$ cat config.mk
export PLATFORM = sky130hd
export DESIGN_NAME = rx_deframer
export DESIGN_NICKNAME = d
export VERILOG_FILES = /design/src/rtl/rx_pkg.sv /design/src/rtl/rx_sync_corr.sv /design/src/rtl/rx_deframer.sv
export SDC_FILE = /design/constraint.sdc
export NUM_CORES = 1
export LEC_CHECK = 0
export BUFFER_PORTS_ARGS = -buffer_cell sky130_fd_sc_hd__clkbuf_2
export CAP_MARGIN = 20
export CORE_ASPECT_RATIO = 0.75
export CORE_UTILIZATION = 60
export DETAILED_ROUTE_END_ITERATION = 8
export PLACE_DENSITY = 0.79
export REMOVE_ABC_BUFFERS = 1
export SYNTH_ARGS = -nofsm -noshare
export SYNTH_HDL_FRONTEND = slang
export SYNTH_SLANG_ARGS = --single-unit
$ cat constraint.sdc
create_clock -name clk_16M384 -period 8.7 [get_ports clk_16M384]
set_input_delay 0.435 -clock clk_16M384 [delete_from_list [all_inputs] [get_ports clk_16M384]]
set_output_delay 0.435 -clock clk_16M384 [all_outputs]
set_load 0.02 [all_outputs]
$ cat src/rtl/rx_pkg.sv
// Shared types and constants for the Rx deframer: FSM encoding, header field widths
// and the popcount helper used by the sync correlator.
package rx_pkg;

   localparam int unsigned SYNC_W = 32;
   localparam int unsigned LEN_W  = 16;
   localparam int unsigned BYTE_W = 8;

   localparam logic [SYNC_W-1:0] DEFAULT_SYNC_WORD = 32'h1ACF_FC1D;

   typedef enum logic [1:0] {
      StHunt = 2'd0,
      StLen  = 2'd1,
      StPld  = 2'd2
   } rx_state_e;

   function automatic logic [5:0] popcount32(input logic [SYNC_W-1:0] v);
      logic [5:0] cnt;
      cnt = '0;
      for (int i = 0; i < SYNC_W; i++) begin
         cnt = cnt + {5'd0, v[i]};
      end
      return cnt;
   endfunction

endpackage

$ cat src/rtl/rx_sync_corr.sv
// Combinational sync-word correlator: Hamming distance of the shift register against the
// sync word in both polarities, thresholded by SYNC_TOL.
module rx_sync_corr
   import rx_pkg::*;
#(
   parameter logic [SYNC_W-1:0] SYNC_WORD = DEFAULT_SYNC_WORD,
   parameter int unsigned       SYNC_TOL  = 2
) (
   input  logic [SYNC_W-1:0] sreg,
   output logic              match_pos,
   output logic              match_neg
);

   logic [5:0] dist_pos;
   logic [5:0] dist_neg;

   always_comb begin
      dist_pos  = popcount32(sreg ^ SYNC_WORD);
      dist_neg  = popcount32(~sreg ^ SYNC_WORD);
      match_pos = ({26'd0, dist_pos} <= SYNC_TOL);
      // Tolerance below 8 keeps the two tests disjoint; priority just makes it explicit.
      match_neg = !match_pos && ({26'd0, dist_neg} <= SYNC_TOL);
   end

endmodule

$ cat src/rtl/rx_deframer.sv
// Rx deframer: hunts for the sync word (either polarity), reads the 16-bit length field
// and streams the payload bytes out through a 1-entry AXI-Stream output register.
module rx_deframer
   import rx_pkg::*;
#(
   parameter logic [SYNC_W-1:0] SYNC_WORD = DEFAULT_SYNC_WORD,
   parameter int unsigned       SYNC_TOL  = 2,
   parameter logic [LEN_W-1:0]  MAX_LEN   = 16'd1024
) (
   input  logic              clk_16M384,
   input  logic              rst_16M384,
   input  logic              rx_en,
   input  logic              rx_bit,
   input  logic              rx_bit_vld,
   output logic [BYTE_W-1:0] rx_tdata,
   output logic              rx_tvalid,
   input  logic              rx_tready,
   output logic              rx_tlast,
   output logic              rx_tuser,
   output logic [LEN_W-1:0]  payload_length,
   output logic              hdr_vld,
   output logic              pld_vld,
   output logic              polarity,
   output logic              frame_err,
   output logic [15:0]       frame_cnt
);

   rx_state_e         state_q, state_d;
   logic [SYNC_W-1:0] sreg_q, sreg_d;
   logic              pol_q, pol_d;
   logic [LEN_W-1:0]  shift_q, shift_d;
   logic [3:0]        bit_cnt_q, bit_cnt_d;
   logic [LEN_W-1:0]  byte_num_q, byte_num_d;
   logic [LEN_W-1:0]  plen_q, plen_d;
   logic              hdr_vld_q, hdr_vld_d;
   logic              frame_err_q, frame_err_d;
   logic [15:0]       frame_cnt_q, frame_cnt_d;
   logic [BYTE_W-1:0] tdata_q, tdata_d;
   logic              tvalid_q, tvalid_d;
   logic              tlast_q, tlast_d;
   logic              tuser_q, tuser_d;

   logic [SYNC_W-1:0] sreg_shift;
   logic              match_pos;
   logic              match_neg;
   logic              data_bit;
   logic              last_byte;

   assign sreg_shift = {sreg_q[SYNC_W-2:0], rx_bit};

   rx_sync_corr #(
      .SYNC_WORD (SYNC_WORD),
      .SYNC_TOL  (SYNC_TOL)
   ) u_sync_corr (
      .sreg      (sreg_shift),
      .match_pos (match_pos),
      .match_neg (match_neg)
   );

   always_comb begin
      state_d     = state_q;
      sreg_d      = sreg_q;
      pol_d       = pol_q;
      shift_d     = shift_q;
      bit_cnt_d   = bit_cnt_q;
      byte_num_d  = byte_num_q;
      plen_d      = plen_q;
      hdr_vld_d   = 1'b0;
      frame_err_d = 1'b0;
      frame_cnt_d = frame_cnt_q;
      tdata_d     = tdata_q;
      tlast_d     = tlast_q;
      tuser_d     = tuser_q;
      // Output register drains on handshake; a load below overrides this.
      tvalid_d    = tvalid_q & ~rx_tready;
      data_bit    = rx_bit ^ pol_q;
      last_byte   = 1'b0;

      if (!rx_en) begin
         state_d     = StHunt;
         sreg_d      = '0;
         bit_cnt_d   = '0;
         frame_err_d = (state_q != StHunt);
      end else if (rx_bit_vld) begin
         unique case (state_q)
            StHunt: begin
               sreg_d = sreg_shift;
               if (match_pos) begin
                  pol_d     = 1'b0;
                  bit_cnt_d = '0;
                  state_d   = StLen;
               end else if (match_neg) begin
                  pol_d     = 1'b1;
                  bit_cnt_d = '0;
                  state_d   = StLen;
               end
            end

            StLen: begin
               shift_d   = {shift_q[LEN_W-2:0], data_bit};
               bit_cnt_d = bit_cnt_q + 4'd1;
               if (bit_cnt_q == 4'd15) begin
                  bit_cnt_d = '0;
                  if (shift_d == '0 || shift_d > MAX_LEN) begin
                     frame_err_d = 1'b1;
                     sreg_d      = '0;
                     state_d     = StHunt;
                  end else begin
                     plen_d     = shift_d;
                     hdr_vld_d  = 1'b1;
                     byte_num_d = '0;
                     state_d    = StPld;
                  end
               end
            end

            StPld: begin
               shift_d   = {shift_q[LEN_W-2:0], data_bit};
               bit_cnt_d = bit_cnt_q + 4'd1;
               if (bit_cnt_q == 4'd7) begin
                  bit_cnt_d = '0;
                  if (!tvalid_q || rx_tready) begin
                     last_byte  = (byte_num_q == plen_q - 16'd1);
                     tvalid_d   = 1'b1;
                     tdata_d    = shift_d[BYTE_W-1:0];
                     tuser_d    = (byte_num_q == '0);
                     tlast_d    = last_byte;
                     byte_num_d = byte_num_q + 16'd1;
                     if (last_byte) begin
                        frame_cnt_d = frame_cnt_q + 16'd1;
                        sreg_d      = '0;
                        state_d     = StHunt;
                     end
                  end else begin
                     // Overflow: held byte stays put, new byte is dropped, frame truncated.
                     frame_err_d = 1'b1;
                     sreg_d      = '0;
                     state_d     = StHunt;
                  end
               end
            end

            default: begin
               sreg_d  = '0;
               state_d = StHunt;
            end
         endcase
      end
   end

   always_ff @(posedge clk_16M384 or posedge rst_16M384) begin
      if (rst_16M384) begin
         state_q     <= StHunt;
         sreg_q      <= '0;
         pol_q       <= 1'b0;
         shift_q     <= '0;
         bit_cnt_q   <= '0;
         byte_num_q  <= '0;
         plen_q      <= '0;
         hdr_vld_q   <= 1'b0;
         frame_err_q <= 1'b0;
         frame_cnt_q <= '0;
         tdata_q     <= '0;
         tvalid_q    <= 1'b0;
         tlast_q     <= 1'b0;
         tuser_q     <= 1'b0;
      end else begin
         state_q     <= state_d;
         sreg_q      <= sreg_d;
         pol_q       <= pol_d;
         shift_q     <= shift_d;
         bit_cnt_q   <= bit_cnt_d;
         byte_num_q  <= byte_num_d;
         plen_q      <= plen_d;
         hdr_vld_q   <= hdr_vld_d;
         frame_err_q <= frame_err_d;
         frame_cnt_q <= frame_cnt_d;
         tdata_q     <= tdata_d;
         tvalid_q    <= tvalid_d;
         tlast_q     <= tlast_d;
         tuser_q     <= tuser_d;
      end
   end

   assign rx_tdata       = tdata_q;
   assign rx_tvalid      = tvalid_q;
   assign rx_tlast       = tlast_q;
   assign rx_tuser       = tuser_q;
   assign payload_length = plen_q;
   assign hdr_vld        = hdr_vld_q;
   assign pld_vld        = (state_q == StPld);
   assign polarity       = pol_q;
   assign frame_err      = frame_err_q;
   assign frame_cnt      = frame_cnt_q;

endmodule

==> results_tabular.tex, run 1 <==
\begin{tabular}{lr}
\hline
Metric & Value \\
\hline
\multicolumn{2}{l}{\textbf{Finish}} \\
Leading cell type in the layout, fill and taps excluded & sky130\_fd\_sc\_hd\_\_dfrtp\_1 \\
Final design utilization & 70.1\% \\
Ant diodes & 0 \\
Synthesis-to-layout area growth & 13.4\% \\
Filler cells & 864 \\
Fin nets & just over 800 \\
Ratio of cells with drive above 1 in the final layout & around a fifth \\
Sequential cell area & around 2900 sq um \\
Total area of multi-input combinational cells & around 3900 sq um \\
Commonest cells after routing, fill and taps aside & sky130\_fd\_sc\_hd\_\_dfrtp\_1 (114), sky130\_fd\_sc\_hd\_\_inv\_1 (94), sky130\_fd\_sc\_hd\_\_clkbuf\_2 (52) \\
\multicolumn{2}{l}{\textbf{Setup path}} \\
R2r setup slk & roughly 2.7 ns \\
Reg-to-reg critical path startpoint & sreg\_q[0]\$\_DFFE\_PP0P\_ \\
Setup CP Type & reg -> reg \\
Critical path required time & 9.05 ns \\
Worst setup SP type & register \\
FF-to-FF End & bit\_cnt\_q[3]\$\_DFFE\_PP0P\_ \\
Largest fanout on the critical path & 8 \\
Number of cells on the worst reg-to-reg path & 19 \\
Capturing instance or port of the critical path & bit\_cnt\_q[3]\$\_DFFE\_PP0P\_ \\
CP Data Arrival Time & approximately 6.4 ns \\
Worst setup path start & sreg\_q[0]\$\_DFFE\_PP0P\_ \\
Worst Setup End Kind & register \\
\multicolumn{2}{l}{\textbf{Detailed routing}} \\
Pre-Repair DR Iteration Count & 5 \\
Number of DRC markers after the initial detailed-route iteration & between 400 and 500 \\
Vias after detailed routing & 5477 \\
Detail Route Antenna Nets & 0 \\
Average vias per placed instance & 6.03 \\
Total Routed Length & 16600 um \\
WL/cell & 18.3 um \\
DRC violations left & 0 \\
\multicolumn{2}{l}{\textbf{Yosys}} \\
Mapped Avg Cell Area & 10.4 sq um \\
Number of storage elements in the synthesis netlist & 114 \\
Number of standard cells after synthesis & $\sim$700 \\
Post-synth top flop & sky130\_fd\_sc\_hd\_\_dfrtp\_1 \\
Post-synth design cell area & 7210 sq um \\
Warnings, synthesis & 0 \\
Post-synth EDFFs & 0 \\
Cell variety after synth & between 60 and 70 \\
Portion of the post-synthesis area used by sequential elements & approximately 40\% \\
Proportion of register bits with asynchronous set or reset after synthesis & 100\% \\
\multicolumn{2}{l}{\textbf{STA}} \\
Tcrit/Tclk final & 68.9\% \\
Final-layout worst hold slack & 0.143 ns \\
Max Clk Rate & $\sim$170 MHz \\
Worst slew margin relative to its limit & 40.8\% \\
RSZ-0062 raised after global routing & false \\
Sum of negative setup slack & 0 ns \\
Hold violation count in the final report & 0 \\
Least-Margin Pin Slew & about 0.89 ns \\
Final number of max-transition violations & 0 \\
Fin Clk Skew & between 0.01 and 0.015 ns \\
Final setup violation count & 0 \\
Post-layout min period & $\sim$6 ns \\
\multicolumn{2}{l}{\textbf{Floorplanning}} \\
Vertical extent of the die & just under 100 um \\
Number of core rows & 34 \\
Number of I/O pins & 53 \\
Floorplan die area & 12500 sq um \\
Initial cell density of the core & 61.8\% \\
Area inside the core boundary & roughly 12000 sq um \\
Die Width & 129 um \\
\multicolumn{2}{l}{\textbf{Power and ir drop}} \\
Static Leakage & 3.99 nW \\
Clock group share of total power & about a third \\
Worst vdd rail ir drop & $\sim$0.00015 V \\
Cell area power density & 241 nW/um\^{}2 \\
Relative contribution of sequential cells to total power & 30.3\% \\
Share of total power in combinational logic & 34.5\% \\
Net Sw Power & 714 uW \\
Switching Share & 36.3\% \\
Cell-internal power & roughly 1.3 mW \\
\multicolumn{2}{l}{\textbf{Clock network}} \\
Post-CTS resize count & 0 \\
Clock transition at path regs & 0.06 ns \\
CTS buffer count & 17 \\
Clock Tree Buf Depth & 2 \\
Root buffer cell & sky130\_fd\_sc\_hd\_\_clkbuf\_16 \\
Number of sinks handled by clock tree synthesis & 114 \\
Number of buffers inserted by post-CTS setup repair & 0 \\
Total of hold buffers inserted after clock tree synthesis & 0 \\
Later-pin clock latency in the skew report & 0.42 ns \\
H-Tree Level Count & 4 \\
Clock tree from TritonCTS & done \\
\multicolumn{2}{l}{\textbf{Global routing}} \\
Number of global-route vias before repair & 5483 \\
Global-route wire length before repair & 28000 um \\
Initial antenna violation count & 0 \\
Overall Global Routing Usage & 29.5\% \\
Maximum number of pins on one net before global-route repair & 61 \\
Remaining Overflow, GRT & 0 \\
\multicolumn{2}{l}{\textbf{Min path}} \\
Worst hold-check path type & in -> async \\
\multicolumn{2}{l}{\textbf{Job}} \\
Max\_cap viols & 0 \\
\multicolumn{2}{l}{\textbf{Placement}} \\
HPWL after DPL & 11800 um \\
Total of buffers placed on input and output ports & 52 \\
Routability-driven placement congestion ratio & 0.926 \\
\multicolumn{2}{l}{\textbf{Status}} \\
Outcome & finished, final reports clean \\
\hline
\end{tabular}
state kept, by name (all words and copies together) (netlist names):
register and cells:
shift_q 15, payload_length 16, rx_tuser 1, rx_tdata 8, hdr_vld 1, bit_cnt_q 4, sreg_q 31, byte_num_q 16
rx_tlast 1, state_q 2, rx_tvalid 1, frame_err 1, frame_cnt 16, polarity 1
metrics by stage:
| stage | cells | total power, mW | area, sq um | worst slack [ns] |
|---|---|---|---|---|
| finish | 908 | 1.97 | 8180 | 2.70 |
| global route | 908 | 2.11 | 8180 | 2.43 |
| CTS | 908 | 1.97 | 8180 | 2.70 |
| detailed placement | 876 | 1.27 | 7590 | 2.53 |
| global placement | 876 | 1.23 | 7590 | 2.66 |
| floorplan | 658 | 1.10 | 7080 | 2.98 |
worst max-delay path, cell delays in order, from the launching register on:
cell                      delay [ns]
sky130_fd_sc_hd__dfrtp_1        0.39
sky130_fd_sc_hd__ha_1           0.28
sky130_fd_sc_hd__inv_1          0.10
sky130_fd_sc_hd__fa_1           0.45
sky130_fd_sc_hd__fa_1           0.56
sky130_fd_sc_hd__fa_1           0.45
sky130_fd_sc_hd__fa_1           0.52
sky130_fd_sc_hd__inv_1          0.05
sky130_fd_sc_hd__fa_1           0.50
sky130_fd_sc_hd__inv_1          0.05
sky130_fd_sc_hd__fa_1           0.49
sky130_fd_sc_hd__inv_1          0.06
sky130_fd_sc_hd__fa_1           0.40
sky130_fd_sc_hd__fa_1           0.39
sky130_fd_sc_hd__o21ai_0        0.15
sky130_fd_sc_hd__and3_1         0.19
sky130_fd_sc_hd__nor3_1         0.08
sky130_fd_sc_hd__a21o_1         0.30
sky130_fd_sc_hd__or4_1          0.44
sky130_fd_sc_hd__nand2_1        0.08
Yosys cell counts, types with 17 or more instances:
cell type | n | area share (%)
sky130_fd_sc_hd__dfrtp_1 | 114 | 40
sky130_fd_sc_hd__inv_1 | 95 | 4.9
sky130_fd_sc_hd__o21ai_0 | 51 | 3.5
sky130_fd_sc_hd__fa_1 | 47 | 13
sky130_fd_sc_hd__mux2_2 | 32 | 5.0
sky130_fd_sc_hd__nand2_1 | 31 | 1.6
sky130_fd_sc_hd__nand3_1 | 29 | 2.0
sky130_fd_sc_hd__clkbuf_1 | 27 | 1.4
sky130_fd_sc_hd__ha_1 | 25 | 4.3
sky130_fd_sc_hd__nor2_1 | 25 | 1.3
sky130_fd_sc_hd__o41ai_1 | 22 | 2.7
sky130_fd_sc_hd__nor3_1 | 17 | 1.2
final cells by class:
cell class | count | share of cell area (%)
tap | 162 | 2.48
clock buffer | 18 | 5.25
clock inverter | 14 | 1.93
inverter | 95 | 4.39
multi-input combinational | 449 | 47.5
timing repair buffer | 56 | 3.55
sequential | 114 | 34.9
cell families (layout without fill, tap and decap cells):
group                      Yosys count  after routing  synth area share [%]
AOI/OAI and AO/OA                  127            127                  11.8
xor gates and xnor gates            32             32                  3.89
adders and majority gates           72             72                  17.4
buffers and inverters              127            183                  6.70
DFF                                114            114                  39.6
muxes                               43             43                  6.60
and+or+nand+nor                    175            175                  14.0
power groups by stage:
stage	logic, mW	clock network, mW	registers, mW
finish	0.679	0.693	0.597
global route	0.776	0.727	0.603
CTS	0.679	0.697	0.595
detailed placement	0.665	0	0.605
global placement	0.629	0	0.603
floorplan	0.499	0	0.598
routing by layer:
layer / global-route usage (%) / wire, um / up-vias
li1: - / - / 2492
met1: 43.4 / 7750 / 2792
met2: 44.2 / 7750 / 172
met3: 5.59 / 912 / 21
met4: 9.50 / 219 / 0
met5: 0 / 0 / -
worst min path at each step:
stage,startpoint,end,slack (ns)
finish,rst_16M384,sreg_q[4]$_DFFE_PP0P_,0.14
global route,rst_16M384,sreg_q[4]$_DFFE_PP0P_,0.21
CTS,rst_16M384,sreg_q[4]$_DFFE_PP0P_,0.17
detailed placement,frame_cnt[15]$_DFFE_PP0P_,frame_cnt[15]$_DFFE_PP0P_,0.47
global placement,frame_cnt[15]$_DFFE_PP0P_,frame_cnt[15]$_DFFE_PP0P_,0.46
floorplan,sreg_q[23]$_DFFE_PP0P_,sreg_q[23]$_DFFE_PP0P_,0.47
Note: power is estimated with default switching activity, not from simulation.
==> inputs of run 2 (changes only) <==
Clock period 8.7 ns to 6.13 ns, I/O delays scaled along.
==> results_tabular.tex, run 2 (synthesis gave the netlist of run 1 again) <==
\begin{tabular}{lr}
\hline
Metric & Value \\
\hline
\multicolumn{2}{l}{\textbf{Status}} \\
Outcome & finished, final reports clean \\
\multicolumn{2}{l}{\textbf{Detailed routing}} \\
Number of DRC markers after the initial detailed-route iteration & 457 \\
Vias after detailed routing & about 5.5k \\
WL/cell & 18.5 um \\
Pre-Repair DR Iteration Count & 5 \\
Average vias per placed instance & 6.07 \\
Total Routed Length & 16900 um \\
Detail Route Antenna Nets & 0 \\
DRC violations left & 0 \\
\multicolumn{2}{l}{\textbf{Setup path}} \\
Largest fanout on the critical path & 8 \\
Critical path's top delay family & adder cells \\
CP Cell Sequence & ha\_1, inv\_1, fa\_1, fa\_1, fa\_1, inv\_1, fa\_1, fa\_1, inv\_1, fa\_1, inv\_1, fa\_1, fa\_2, o21ai\_1, and3\_4, nor3\_2, a21o\_1, or4\_1, nand2\_1 \\
Crit path buffers/inverters & 4 \\
Most prevalent standard cell on the critical path & sky130\_fd\_sc\_hd\_\_fa\_1 \\
Peak per-stage delay on the critical path & 0.52 ns \\
CP Data Arrival Time & 6.26 ns \\
Setup CP Type & reg -> reg \\
Critical path required time & 6.48 ns \\
Worst setup SP type & register \\
Worst Setup End Kind & register \\
Slowest-stage cell, CP & sky130\_fd\_sc\_hd\_\_fa\_1 \\
\multicolumn{2}{l}{\textbf{Floorplanning}} \\
Floorplan die area & 12500 sq um \\
Number of core rows & 34 \\
Initial cell density of the core & 61.8\% \\
Number of I/O pins & between 50 and 60 \\
Vertical extent of the die & 96.9 um \\
Area inside the core boundary & 11700 sq um \\
Die Width & between 100 and 150 um \\
\multicolumn{2}{l}{\textbf{Clock network}} \\
Number of sinks handled by clock tree synthesis & 114 \\
Clock tree from TritonCTS & done \\
Clock Tree Buf Depth & 2 \\
CTS buffer count & 17 \\
Root buffer cell & sky130\_fd\_sc\_hd\_\_clkbuf\_16 \\
H-Tree Level Count & 4 \\
Clock transition at path regs & $\sim$0.06 ns \\
Number of buffers inserted by post-CTS setup repair & 0 \\
Later-pin clock latency in the skew report & 0.42 ns \\
\multicolumn{2}{l}{\textbf{Power and ir drop}} \\
Cell area power density & around 340 nW/um\^{}2 \\
Design Power & 2.79 mW \\
Static Leakage & 3.99 nW \\
Worst vdd rail ir drop & 0.000212 V \\
\multicolumn{2}{l}{\textbf{Finish}} \\
Ant diodes & 0 \\
Ratio of cells with drive above 1 in the final layout & 19.7\% \\
Final design utilization & between 70\% and 80\% \\
Max reg flops & 31 \\
Filler cells & between 800 and 900 \\
Area of all placed cells without fillers & 8210 sq um \\
Largest register by flop count & sreg\_q \\
Synthesis-to-layout area growth & 13.9\% \\
Final cell count without fillers & 910 \\
Commonest cells after routing, fill and taps aside & sky130\_fd\_sc\_hd\_\_dfrtp\_1 (114), sky130\_fd\_sc\_hd\_\_inv\_1 (94), sky130\_fd\_sc\_hd\_\_clkbuf\_2 (52) \\
Leading cell type in the layout, fill and taps excluded & sky130\_fd\_sc\_hd\_\_dfrtp\_1 \\
Fin nets & 813 \\
\multicolumn{2}{l}{\textbf{Global routing}} \\
Overall Global Routing Usage & about 30\% \\
Remaining Overflow, GRT & 0 \\
Maximum number of pins on one net before global-route repair & 81 \\
Global-route wire length before repair & 28800 um \\
Initial antenna violation count & 0 \\
Number of global-route vias before repair & 5557 \\
\multicolumn{2}{l}{\textbf{Min path}} \\
Worst hold-check path type & in -> reg \\
\multicolumn{2}{l}{\textbf{STA}} \\
Fin Clk Skew & 0.00973 ns \\
Max Clk Rate & around 170 MHz \\
RSZ-0062 raised after global routing & false \\
Post-layout min period & 5.91 ns \\
Worst slew margin relative to its limit & 34.0\% \\
Hold violation count in the final report & 0 \\
Final number of max-transition violations & 0 \\
Sum of negative setup slack & 0 ns \\
Tcrit/Tclk final & a little over nine tenths \\
Least-Margin Pin Slew & 0.987 ns \\
Final setup violation count & 0 \\
\multicolumn{2}{l}{\textbf{Placement}} \\
Number of placed instances with taps included & 876 \\
Routability-driven placement congestion ratio & 0.958 \\
Total of buffers placed on input and output ports & 52 \\
Post-place instance area & approximately 7600 sq um \\
HPWL after DPL & 11800 um \\
\multicolumn{2}{l}{\textbf{Job}} \\
Max\_cap viols & 0 \\
\hline
\end{tabular}
[run 2: changes by cell type in the layout (fill, tap and decap cells not counted), sizes merged]
cell / previous run / this run
buf: 4 / 5
bufinv: 2 / 1
clkinv: 8 / 7
clkinvlp: 2 / 3
dlygate4sd3: 0 / 1
inv: 97 / 98
[run 2: per-layer routing]
metal  vias up  wire length (um)  global-route usage [%]
met5         -                 0                       0
met4         0               255                    9.32
met3        25               911                    5.75
met2       173              7740                    43.8
met1      2842              7960                    45.4
li1       2481                 -                       -
[run 2: cell type report]
cell class / count / area (sq um) / area share [%]
multi-input cells: 449 / 3900 / 47.5
flip-flops and latches: 114 / 2850 / 34.7
clock buffers: 18 / 439 / 5.35
inverters: 95 / 359 / 4.37
repair buffers: 58 / 328 / 3.99
well taps: 162 / 203 / 2.47
clock inverters: 14 / 133 / 1.61
[run 2: path summary, 6_finish.rpt]
path	cells past startpoint	endpoint	start	slack (ns)
max	19	bit_cnt_q[3]$_DFFE_PP0P_	sreg_q[0]$_DFFE_PP0P_	0.22
min	3	sreg_q[0]$_DFFE_PP0P_	rx_bit	0.20
max reg2reg	19	bit_cnt_q[3]$_DFFE_PP0P_	sreg_q[0]$_DFFE_PP0P_	0.22
min reg2reg	1	frame_cnt[15]$_DFFE_PP0P_	frame_cnt[15]$_DFFE_PP0P_	0.47
max in group asynchronous	5	sreg_q[8]$_DFFE_PP0P_	rst_16M384	4.65
min in group asynchronous	3	sreg_q[5]$_DFFE_PP0P_	rst_16M384	0.45
[run 2: worst reg2reg max path, cell delays in order (launching register included)]
cell and delay, ns:
sky130_fd_sc_hd__dfrtp_1 0.39, sky130_fd_sc_hd__ha_1 0.28, sky130_fd_sc_hd__inv_1 0.06, sky130_fd_sc_hd__fa_1 0.52, sky130_fd_sc_hd__fa_1 0.45, sky130_fd_sc_hd__fa_1 0.52
sky130_fd_sc_hd__inv_1 0.05, sky130_fd_sc_hd__fa_1 0.48, sky130_fd_sc_hd__fa_1 0.51, sky130_fd_sc_hd__inv_1 0.05, sky130_fd_sc_hd__fa_1 0.48, sky130_fd_sc_hd__inv_1 0.05
sky130_fd_sc_hd__fa_1 0.41, sky130_fd_sc_hd__fa_2 0.36, sky130_fd_sc_hd__o21ai_1 0.16, sky130_fd_sc_hd__and3_4 0.23, sky130_fd_sc_hd__nor3_2 0.05, sky130_fd_sc_hd__a21o_1 0.28
sky130_fd_sc_hd__or4_1 0.43, sky130_fd_sc_hd__nand2_1 0.09
[run 2: through the flow]
step	worst slack, ns	hold slack (ns)
2_1_floorplan	0.521	0.399
3_3_place_gp	0.208	0.338
3_5_place_dp	0.0729	0.347
4_1_cts	0.106	0.193
5_1_grt	0.00406	0.223
6_report	0.218	0.203
[run 2: timing repair]
action                                 4_1_cts  5_1_grt
gates resized for setup                      0        5
hold buffers                                 1        0
setup endpoints to repair                    0        5
endpoints found under the hold margin       34        0
[run 2: where the power goes]
part	internal [mW]	leakage [nW]	switching (mW)
sequential	0.796	1.56	0.0526
clock	0.572	0.273	0.382
combinational	0.396	2.16	0.594
total	1.76	3.99	1.03
